--- src/rtl/icache_refill_ctrl.sv ---
// ============================================================================
// Module   : icache_refill_ctrl
// Purpose  : I-cache miss-refill sequencer on the AHB master side. Arbitrates
//            between a demand-miss and a prefetch requester (demand wins),
//            issues one AHB WRAP4 read burst per grant (critical word first),
//            assembles the four returned words into a line and presents it to
//            the cache array as a one-cycle fill strobe.
// Optional : `define REFILL_CWF_EN adds crit_valid / crit_data, a one-cycle
//            early forward of the critical word for demand refills.
// Ports    :
//   clk, rstn                 clock, asynchronous active-low reset
//   dm_req/dm_addr/dm_ack     demand-miss request (level) and grant pulse
//   pf_req/pf_addr/pf_ack     prefetch request (level) and grant pulse
//   haddr/htrans/hburst       AHB address phase outputs
//   hwrite/hsize              AHB constants (read, word)
//   hready/hresp/hrdata       AHB slave response
//   fill_valid/fill_addr      one-cycle line write strobe, line-aligned addr
//   fill_data/fill_is_pf      assembled line, prefetch origin flag
//   refill_err                one-cycle pulse when a burst is aborted
//   busy                      high from grant until return to idle
//   crit_valid/crit_data      (REFILL_CWF_EN only) early critical word
// Revision : 1.0 - initial release
// ============================================================================
`default_nettype none

module icache_refill_ctrl #(
   parameter int ADDR_W = 32,
   parameter int DATA_W = 32
) (
   input  logic                  clk,
   input  logic                  rstn,
   input  logic                  dm_req,
   input  logic [ADDR_W-1:0]     dm_addr,
   output logic                  dm_ack,
   input  logic                  pf_req,
   input  logic [ADDR_W-1:0]     pf_addr,
   output logic                  pf_ack,
   output logic [ADDR_W-1:0]     haddr,
   output logic [1:0]            htrans,
   output logic [2:0]            hburst,
   output logic                  hwrite,
   output logic [2:0]            hsize,
   input  logic                  hready,
   input  logic                  hresp,
   input  logic [DATA_W-1:0]     hrdata,
   output logic                  fill_valid,
   output logic [ADDR_W-1:0]     fill_addr,
   output logic [4*DATA_W-1:0]   fill_data,
   output logic                  fill_is_pf,
   output logic                  refill_err,
   output logic                  busy
`ifdef REFILL_CWF_EN
   ,
   output logic                  crit_valid,
   output logic [DATA_W-1:0]     crit_data
`endif
);

   localparam logic [1:0] HTRANS_IDLE   = 2'b00;
   localparam logic [1:0] HTRANS_NONSEQ = 2'b10;
   localparam logic [1:0] HTRANS_SEQ    = 2'b11;
   localparam logic [2:0] HBURST_SINGLE = 3'b000;
   localparam logic [2:0] HBURST_WRAP4  = 3'b010;

   typedef enum logic [2:0] {
      S_IDLE = 3'd0,
      S_ADDR = 3'd1,
      S_DATA = 3'd2,
      S_FILL = 3'd3,
      S_ERR  = 3'd4
   } state_t;

   state_t                state, state_nxt;

   logic [ADDR_W-1:4]     line_base;   // line address of the current burst
   logic                  src;         // 1: prefetch, 0: demand
   logic [1:0]            acnt;        // address beats accepted so far
   logic [1:0]            dcnt;        // data beats captured so far
   logic                  dp_valid;    // a data phase is outstanding
   logic [1:0]            dp_slot;     // line slot of the outstanding data phase
   logic [4*DATA_W-1:0]   line_q;

   logic                  in_burst;
   logic                  capture;
   logic                  err_hit;
   logic                  grant;

   // Low address bits are forced to zero on grant and never observed.
   logic                  unused_addr_lsbs;
   assign unused_addr_lsbs = ^{dm_addr[1:0], pf_addr[1:0]};

   assign in_burst = (state == S_ADDR) || (state == S_DATA);
   // hready high closes the outstanding data phase (and, in S_ADDR, the
   // current address phase at the same time, since the two overlap).
   assign capture  = in_burst && dp_valid && hready;
   // First cycle of a two-cycle ERROR response.
   assign err_hit  = in_burst && dp_valid && !hready && hresp;
   assign grant    = dm_ack || pf_ack;

   // ------------------------------------------------------------------
   // State register
   // ------------------------------------------------------------------
   always_ff @(posedge clk or negedge rstn) begin
      if (!rstn) state <= S_IDLE;
      else       state <= state_nxt;
   end

   // ------------------------------------------------------------------
   // Next state and grant decode
   // ------------------------------------------------------------------
   always_comb begin
      state_nxt = state;
      dm_ack    = 1'b0;
      pf_ack    = 1'b0;
      case (state)
         S_IDLE: begin
            // Gated by rstn so no grant pulse escapes while in reset.
            if (rstn && dm_req) begin
               dm_ack    = 1'b1;
               state_nxt = S_ADDR;
            end else if (rstn && pf_req) begin
               pf_ack    = 1'b1;
               state_nxt = S_ADDR;
            end
         end
         S_ADDR: begin
            if (err_hit)                      state_nxt = S_ERR;
            else if (hready && acnt == 2'd3)  state_nxt = S_DATA;
         end
         S_DATA: begin
            if (err_hit)                        state_nxt = S_ERR;
            else if (capture && dcnt == 2'd3)   state_nxt = S_FILL;
         end
         S_FILL:  state_nxt = S_IDLE;
         S_ERR:   state_nxt = S_IDLE;
         default: state_nxt = S_IDLE;
      endcase
   end

   // ------------------------------------------------------------------
   // Address phase, beat tracking and line assembly
   // ------------------------------------------------------------------
   always_ff @(posedge clk or negedge rstn) begin
      if (!rstn) begin
         haddr     <= '0;
         htrans    <= HTRANS_IDLE;
         hburst    <= HBURST_SINGLE;
         line_base <= '0;
         src       <= 1'b0;
         acnt      <= 2'd0;
         dcnt      <= 2'd0;
         dp_valid  <= 1'b0;
         dp_slot   <= 2'd0;
         line_q    <= '0;
      end else if (state == S_IDLE) begin
         if (grant) begin
            haddr     <= dm_ack ? {dm_addr[ADDR_W-1:2], 2'b00}
                                : {pf_addr[ADDR_W-1:2], 2'b00};
            line_base <= dm_ack ? dm_addr[ADDR_W-1:4] : pf_addr[ADDR_W-1:4];
            src       <= pf_ack;
            htrans    <= HTRANS_NONSEQ;
            hburst    <= HBURST_WRAP4;
            acnt      <= 2'd0;
            dcnt      <= 2'd0;
            dp_valid  <= 1'b0;
         end
      end else if (in_burst) begin
         if (err_hit) begin
            // Cancel the remaining beats; the line is simply never filled.
            htrans   <= HTRANS_IDLE;
            hburst   <= HBURST_SINGLE;
            dp_valid <= 1'b0;
         end else if (hready) begin
            if (capture) begin
               line_q[dp_slot*DATA_W +: DATA_W] <= hrdata;
               dcnt <= dcnt + 2'd1;
            end
            // The address accepted now owns the next data phase.
            dp_valid <= (state == S_ADDR);
            dp_slot  <= haddr[3:2];
            if (state == S_ADDR) begin
               if (acnt == 2'd3) begin
                  htrans <= HTRANS_IDLE;
                  hburst <= HBURST_SINGLE;
               end else begin
                  htrans <= HTRANS_SEQ;
                  // Wrap inside the 16-byte line; upper bits never change.
                  haddr  <= {haddr[ADDR_W-1:4], haddr[3:2] + 2'd1, 2'b00};
                  acnt   <= acnt + 2'd1;
               end
            end
         end
      end
   end

   // ------------------------------------------------------------------
   // Outputs
   // ------------------------------------------------------------------
   assign hwrite     = 1'b0;
   assign hsize      = 3'b010;
   assign fill_valid = (state == S_FILL);
   assign fill_addr  = {line_base, 4'h0};
   assign fill_data  = line_q;
   assign fill_is_pf = (state == S_FILL) && src;
   assign refill_err = (state == S_ERR);
   assign busy       = (state != S_IDLE) || grant;

`ifdef REFILL_CWF_EN
   // The first capture of a burst is always the critical word.
   assign crit_valid = capture && (dcnt == 2'd0) && !src;
   assign crit_data  = hrdata;
`else
   // No early forward: the demand requester waits for fill_valid.
`endif

endmodule

`default_nettype wire
--- config.mk ---
export PLATFORM = sky130hd
export DESIGN_NAME = icache_refill_ctrl
export DESIGN_NICKNAME = d
export VERILOG_FILES = /design/src/rtl/icache_refill_ctrl.sv
export SDC_FILE = /design/constraint.sdc
export NUM_CORES = 1
export LEC_CHECK = 0
export CAP_MARGIN = 20
export CORE_UTILIZATION = 35
export CTS_CLUSTER_DIAMETER = 150
export CTS_CLUSTER_SIZE = 16
export DETAILED_ROUTE_END_ITERATION = 10
export PLACE_DENSITY_LB_ADDON = 0.05
export SKIP_CTS_REPAIR_TIMING = 1
export SYNTH_ARGS = -nofsm -noshare
export SYNTH_HDL_FRONTEND = slang
export SYNTH_SLANG_ARGS = --single-unit
--- constraint.sdc ---
create_clock -name clk -period 3.8 [get_ports clk]
set_clock_uncertainty 0.1 [all_clocks]
set_input_delay 0.76 -clock clk [delete_from_list [all_inputs] [get_ports clk]]
set_output_delay 0.76 -clock clk [all_outputs]
set_load 0.05 [all_outputs]
**Word-level counts from Yosys, hierarchy flattened**

Index checks and enable logic that the tools add are counted.
W data, S select, Z words.

- Add/subtract/negate cells: 4
- Eq/ne operators: 12
- Shifts and indexed selects: 2
- Mux-type cells: 53
- Bitwise gates (word level): 2
- Reduce and logical (&&, ||, !) cells: 31

Operator list:

| operator | number |
|---|---|
| $bwmux W128 | 1 |
| $shift A32 B34 Y128 const A | 1 |
| $shiftx A32 B34 Y128 | 1 |
| $mux W32 | 3 |
| $mux W3 | 13 |
| $mux W2 | 19 |
| $neg A7 Y34 | 1 |
| $mux W28 | 1 |
| $mux W4 | 5 |
| $reduce_and A5 Y1 | 3 |
| $reduce_bool A3 Y1 | 4 |
| $mux W1 | 10 |
| $logic_and A1 B1 Y1 | 9 |
| $pmux W3 S3 | 1 |
| $reduce_and A4 Y1 | 2 |
| $reduce_bool A2 Y1 | 4 |
| $add A2 B1 Y2 const B | 3 |
| $eq A3 B2 Y1 const B | 2 |
| $ne A3 B2 Y1 const B | 2 |
| $reduce_and A3 Y1 | 2 |
| $reduce_and A6 Y1 | 1 |
| $eq A2 B2 Y1 const B | 2 |
| $ne A2 B1 Y1 const B | 2 |
| $eq A3 B1 Y1 const B | 1 |
| 8 further kinds | 11 |

- Flip-flop bits (word level): 204
- Input port bits: 102

**Longest topological paths before layout**

Gate-level depths: netlist (run 1).

- Word-level depth: 9
- Gate-level depth with buffers: 8
- Gate-level depth less buffers: 6

**Worst setup path after synthesis (run 1)**

OpenSTA, ideal clock, no wires.

- Path kind: reg-to-output
- From: register state[1]
- To: output fill_is_pf
- Data arrival time: 2.487 ns
- Path slack: 0.453 ns
- Stages on the path, launching flop included: 5
- Path buffers: 2
- Cell sequence: dfrtp_1 buf_6 clkbuf_1 nor3b_1 and2_1

- Cells in the longest elaborated chain, start to end: 2

RTL lines:

| element | RTL line | source |
|---|---|---|
| from (decl) | 73 | `state_t state, state_nxt;` |
| from (signal assigned) | 105 | `else state <= state_nxt;` |
| $eq A3 B2 Y1 | - |  |
| net fill_valid | 46 | `output logic fill_valid,` |
| $logic_and A1 B1 Y1 | 204 | `assign fill_is_pf = (state == S_FILL) && src;` |
| to (decl) | 49 | `output logic fill_is_pf,` |

The timed path passes the listed nets, and every way through them passes these cells.

**Worst setup path in the final report (run 1)**

- From: input rstn
- To: output pf_ack

- Cells in the longest elaborated chain, start to end: 4
- Elaborated cells on any way between the ends: 5

RTL lines:

| element | RTL line | source |
|---|---|---|
| from (decl) | 31 | `input logic rstn,` |
| $logic_and A1 B1 Y1 | 121 | `end else if (rstn && pf_req) begin` |
| $mux W1 | 121 |  |
| $mux W1 * | 118 | `if (rstn && dm_req) begin` |
| $mux W1 * | 115 | `case (state)` |
| to (decl) | 37 | `output logic pf_ack,` |

Every way passes the cells marked *; elsewhere a longest branch is shown, timed or not.

==> impl_metrics.yaml, run 1 <==
die:
  dieArea_sq_um: 24700
  core_area_sq_um: 23500
  dieWidth_um: 157
  start_util: 0.358
  rows: 56
  die_h_um: 157
  pin_count: 309
timing:
  hold_viol: 0
  setup_viol: 0
  slew_headroom: 0.316
  worst_pin_slew_ns: 1.03
  period_needed_ns: 3.37
  fin_crit_sh: 0.887
  finalMaxSlewViolations: 0
  max_freq_mhz: 297
  setup-tns-final_ns: 0
  rsz0062_at_grt: "no"
clocking:
  worst_skew_pair.late_latency_ns: 0.43
  clk_transition_reported_paths_ns: 0.07
  htreeDepth: 4
  cts_sinks: 200
  cts.path.max_buffers: 2
  cts_tree: "yes"
  clock_tree.root_cell: "clkbuf_16"
  numCtsBuffers: 17
synth:
  yosys_warnings: 0
  yosys_register_bits: 200
  ys.flop_type: "dfrtp_1"
  netlist_area_sq_um: 8440
  synth_cells: 899
  synth_cell_types: 45
  yosysSeqAreaShare: 0.593
  async_flop_share: 1.00
  synth-edff-count: 0
  syn-mean-instance-area_sq_um: 9.39
place:
  post-dp-hpwl_mm: 16.6
  place_congestion: 0.767
  portBuffers: 292
finish:
  final_layout_size_suffix_gt1_frac: 0.0568
  synthToLayoutAreaGrowth_pct: 44.8
  fillCellCount: 2291
  final_cell_mix: "nand2_1, clkdlybuf4s50_1, dfrtp_1"
  multi_input_area_sq_um: 3080
  final_nets: 1277
  regArea_sq_um: 5000
  layout_commonest_cell: "nand2_1"
run:
  cap_viol_max_count: 0
setup_path:
  worstReg2RegStart: "state[0]"
  critical_path_class: "input port to primary output"
  worstPathMaxFanout: 7
  cp-startpoint: "rstn"
  crit_required_ns: 2.94
  critPathArrivalTime_ns: 2.51
  cp-start-kind: "input port"
  worst_setup_path_end_kind: "primary output"
routing:
  ant_nets: 0
  drt-total-wl_mm: 24.3
  post_drt_wl_per_cell_um: 16.2
  drt_pass1_iterations: 6
  num_vias: 6939
  routed_via_density: 4.62
  drt-initial-drc-count: 284
  drc: 0
grt:
  grt_max_degree: 166
  grt_use_total: 0.203
  grt_antenna_before_repair: 1
  grt_pass1_vias: 6804
  grt_overflow_total: 0
  grt_pass1_wl_mm: 38.2
min_path:
  min_from: "fill_data[2]"
  min_path_type: "register to register"
run_status:
  status: "finished clean"
power_and_ir_drop:
  power_w: 0.0113
  ir_worst_vdd_mv: 0.415
  powerDensity_nw_per_um2: 921
  p_leak_nw: 5.04
[power breakdown]
part           switching (W)  internal [W]  leakage, nW
Clock               0.000867      0.000962        0.280
Sequential          0.000472       0.00289         2.59
Combinational        0.00411       0.00195         2.17
Total                0.00545       0.00580         5.04
[cells in the mapped netlist (2+ instances only)]
cell type	n	area, sq um
nor2b_1	2	12.5
nor2_1	7	26.3
o21a_1	56	420
nand3b_1	4	30.0
o22ai_1	2	12.5
nand4_2	4	50.1
o21ai_0	135	676
nand2_1	325	1220
buf_4	16	120
inv_1	8	30.0
buf_6	4	45.0
and2_1	2	12.5
nand3_1	34	170
buf_2	8	40.0
a22o_1	2	17.5
a21oi_1	5	25.0
conb_1	2	7.51
dfrtp_1	200	5000
clkbuf_1	44	165
ha_1	7	87.6
mux2i_1	2	20.0
nor3b_1	3	22.5
nor3_1	3	15.0
nand2b_1	3	18.8
[path summary, 6_finish.rpt]
check	endpoint	slack, ns	depth (start not counted)
max in group asynchronous	fill_data[96]	1.30	4
hold / removal	fill_data[2]	0.38	2
setup reg to reg	line_base[10]	1.27	5
hold reg to reg	fill_data[2]	0.38	2
setup / recovery	pf_ack	0.43	5
min in group asynchronous	src	0.66	2
[layout make-up]
class | count | share of cell area
flip-flops and latches | 200 | 0.410
inverters | 8 | 0.00246
clock inverters | 12 | 0.0109
repair buffers | 313 | 0.255
well taps | 319 | 0.0327
diodes | 2 | 0.000410
multi-input cells | 628 | 0.252
clock buffers | 19 | 0.0371
[flip-flops by register name, indices dropped and copies added (netlist names)]
register and flops:
fill_data 128, haddr 30, line_base 28, state 3
acnt 2, dcnt 2, dp_slot 2, htrans 2
dp_valid 1, hburst 1, src 1
[metal layers]
metal	vias up	wire length [um]	global-route usage
li1	3477	-	-
met1	3209	10900	0.269
met2	238	10900	0.312
met3	15	2150	0.0782
met4	0	259	0.0518
met5	-	0	0
[cell families (layout without fill, tap and decap cells)]
logic type      after synthesis  in the layout  synth area share
other cells                   2             14          0.000890
fa+ha+maj                     7              7            0.0104
xor+xnor                      2              2           0.00297
simple gates                394            394             0.193
flops                       200            200             0.593
compound gates              211            211             0.149
buf+inv                      81            352            0.0479
mux                           2              2           0.00237
[stage by stage]
step	area, sq um	hold slack [ns]	instances	setup WS (ns)	util
global placement	11600	0.359	1467	0.700	0.494
floorplan	8480	0.357	909	0.453	-
finish	12200	0.378	1501	0.431	0.519
CTS	12200	0.000402	1498	0.509	0.518
global route	12200	0.394	1500	0.363	0.519
detailed placement	11600	0.368	1467	0.698	0.494
[critical path: stages]
cell	delay, ns
dlygate4sd3_1	0.59
clkbuf_8	0.17
nand3_1	0.08
nor2_1	0.10
clkdlybuf4s50_1	0.81
Note: power is estimated with default switching activity, not from simulation.
==> inputs of run 2 (changes only) <==
--- a/config.mk
+++ b/config.mk
@@ -7,7 +7,6 @@
 export LEC_CHECK = 0
 export CAP_MARGIN = 20
 export CORE_UTILIZATION = 35
-export CTS_CLUSTER_DIAMETER = 150
 export CTS_CLUSTER_SIZE = 16
 export DETAILED_ROUTE_END_ITERATION = 10
 export PLACE_DENSITY_LB_ADDON = 0.05
==> results of run 2 <==
Same layout as run 1: the final DEF is identical, and so are final timing and power.
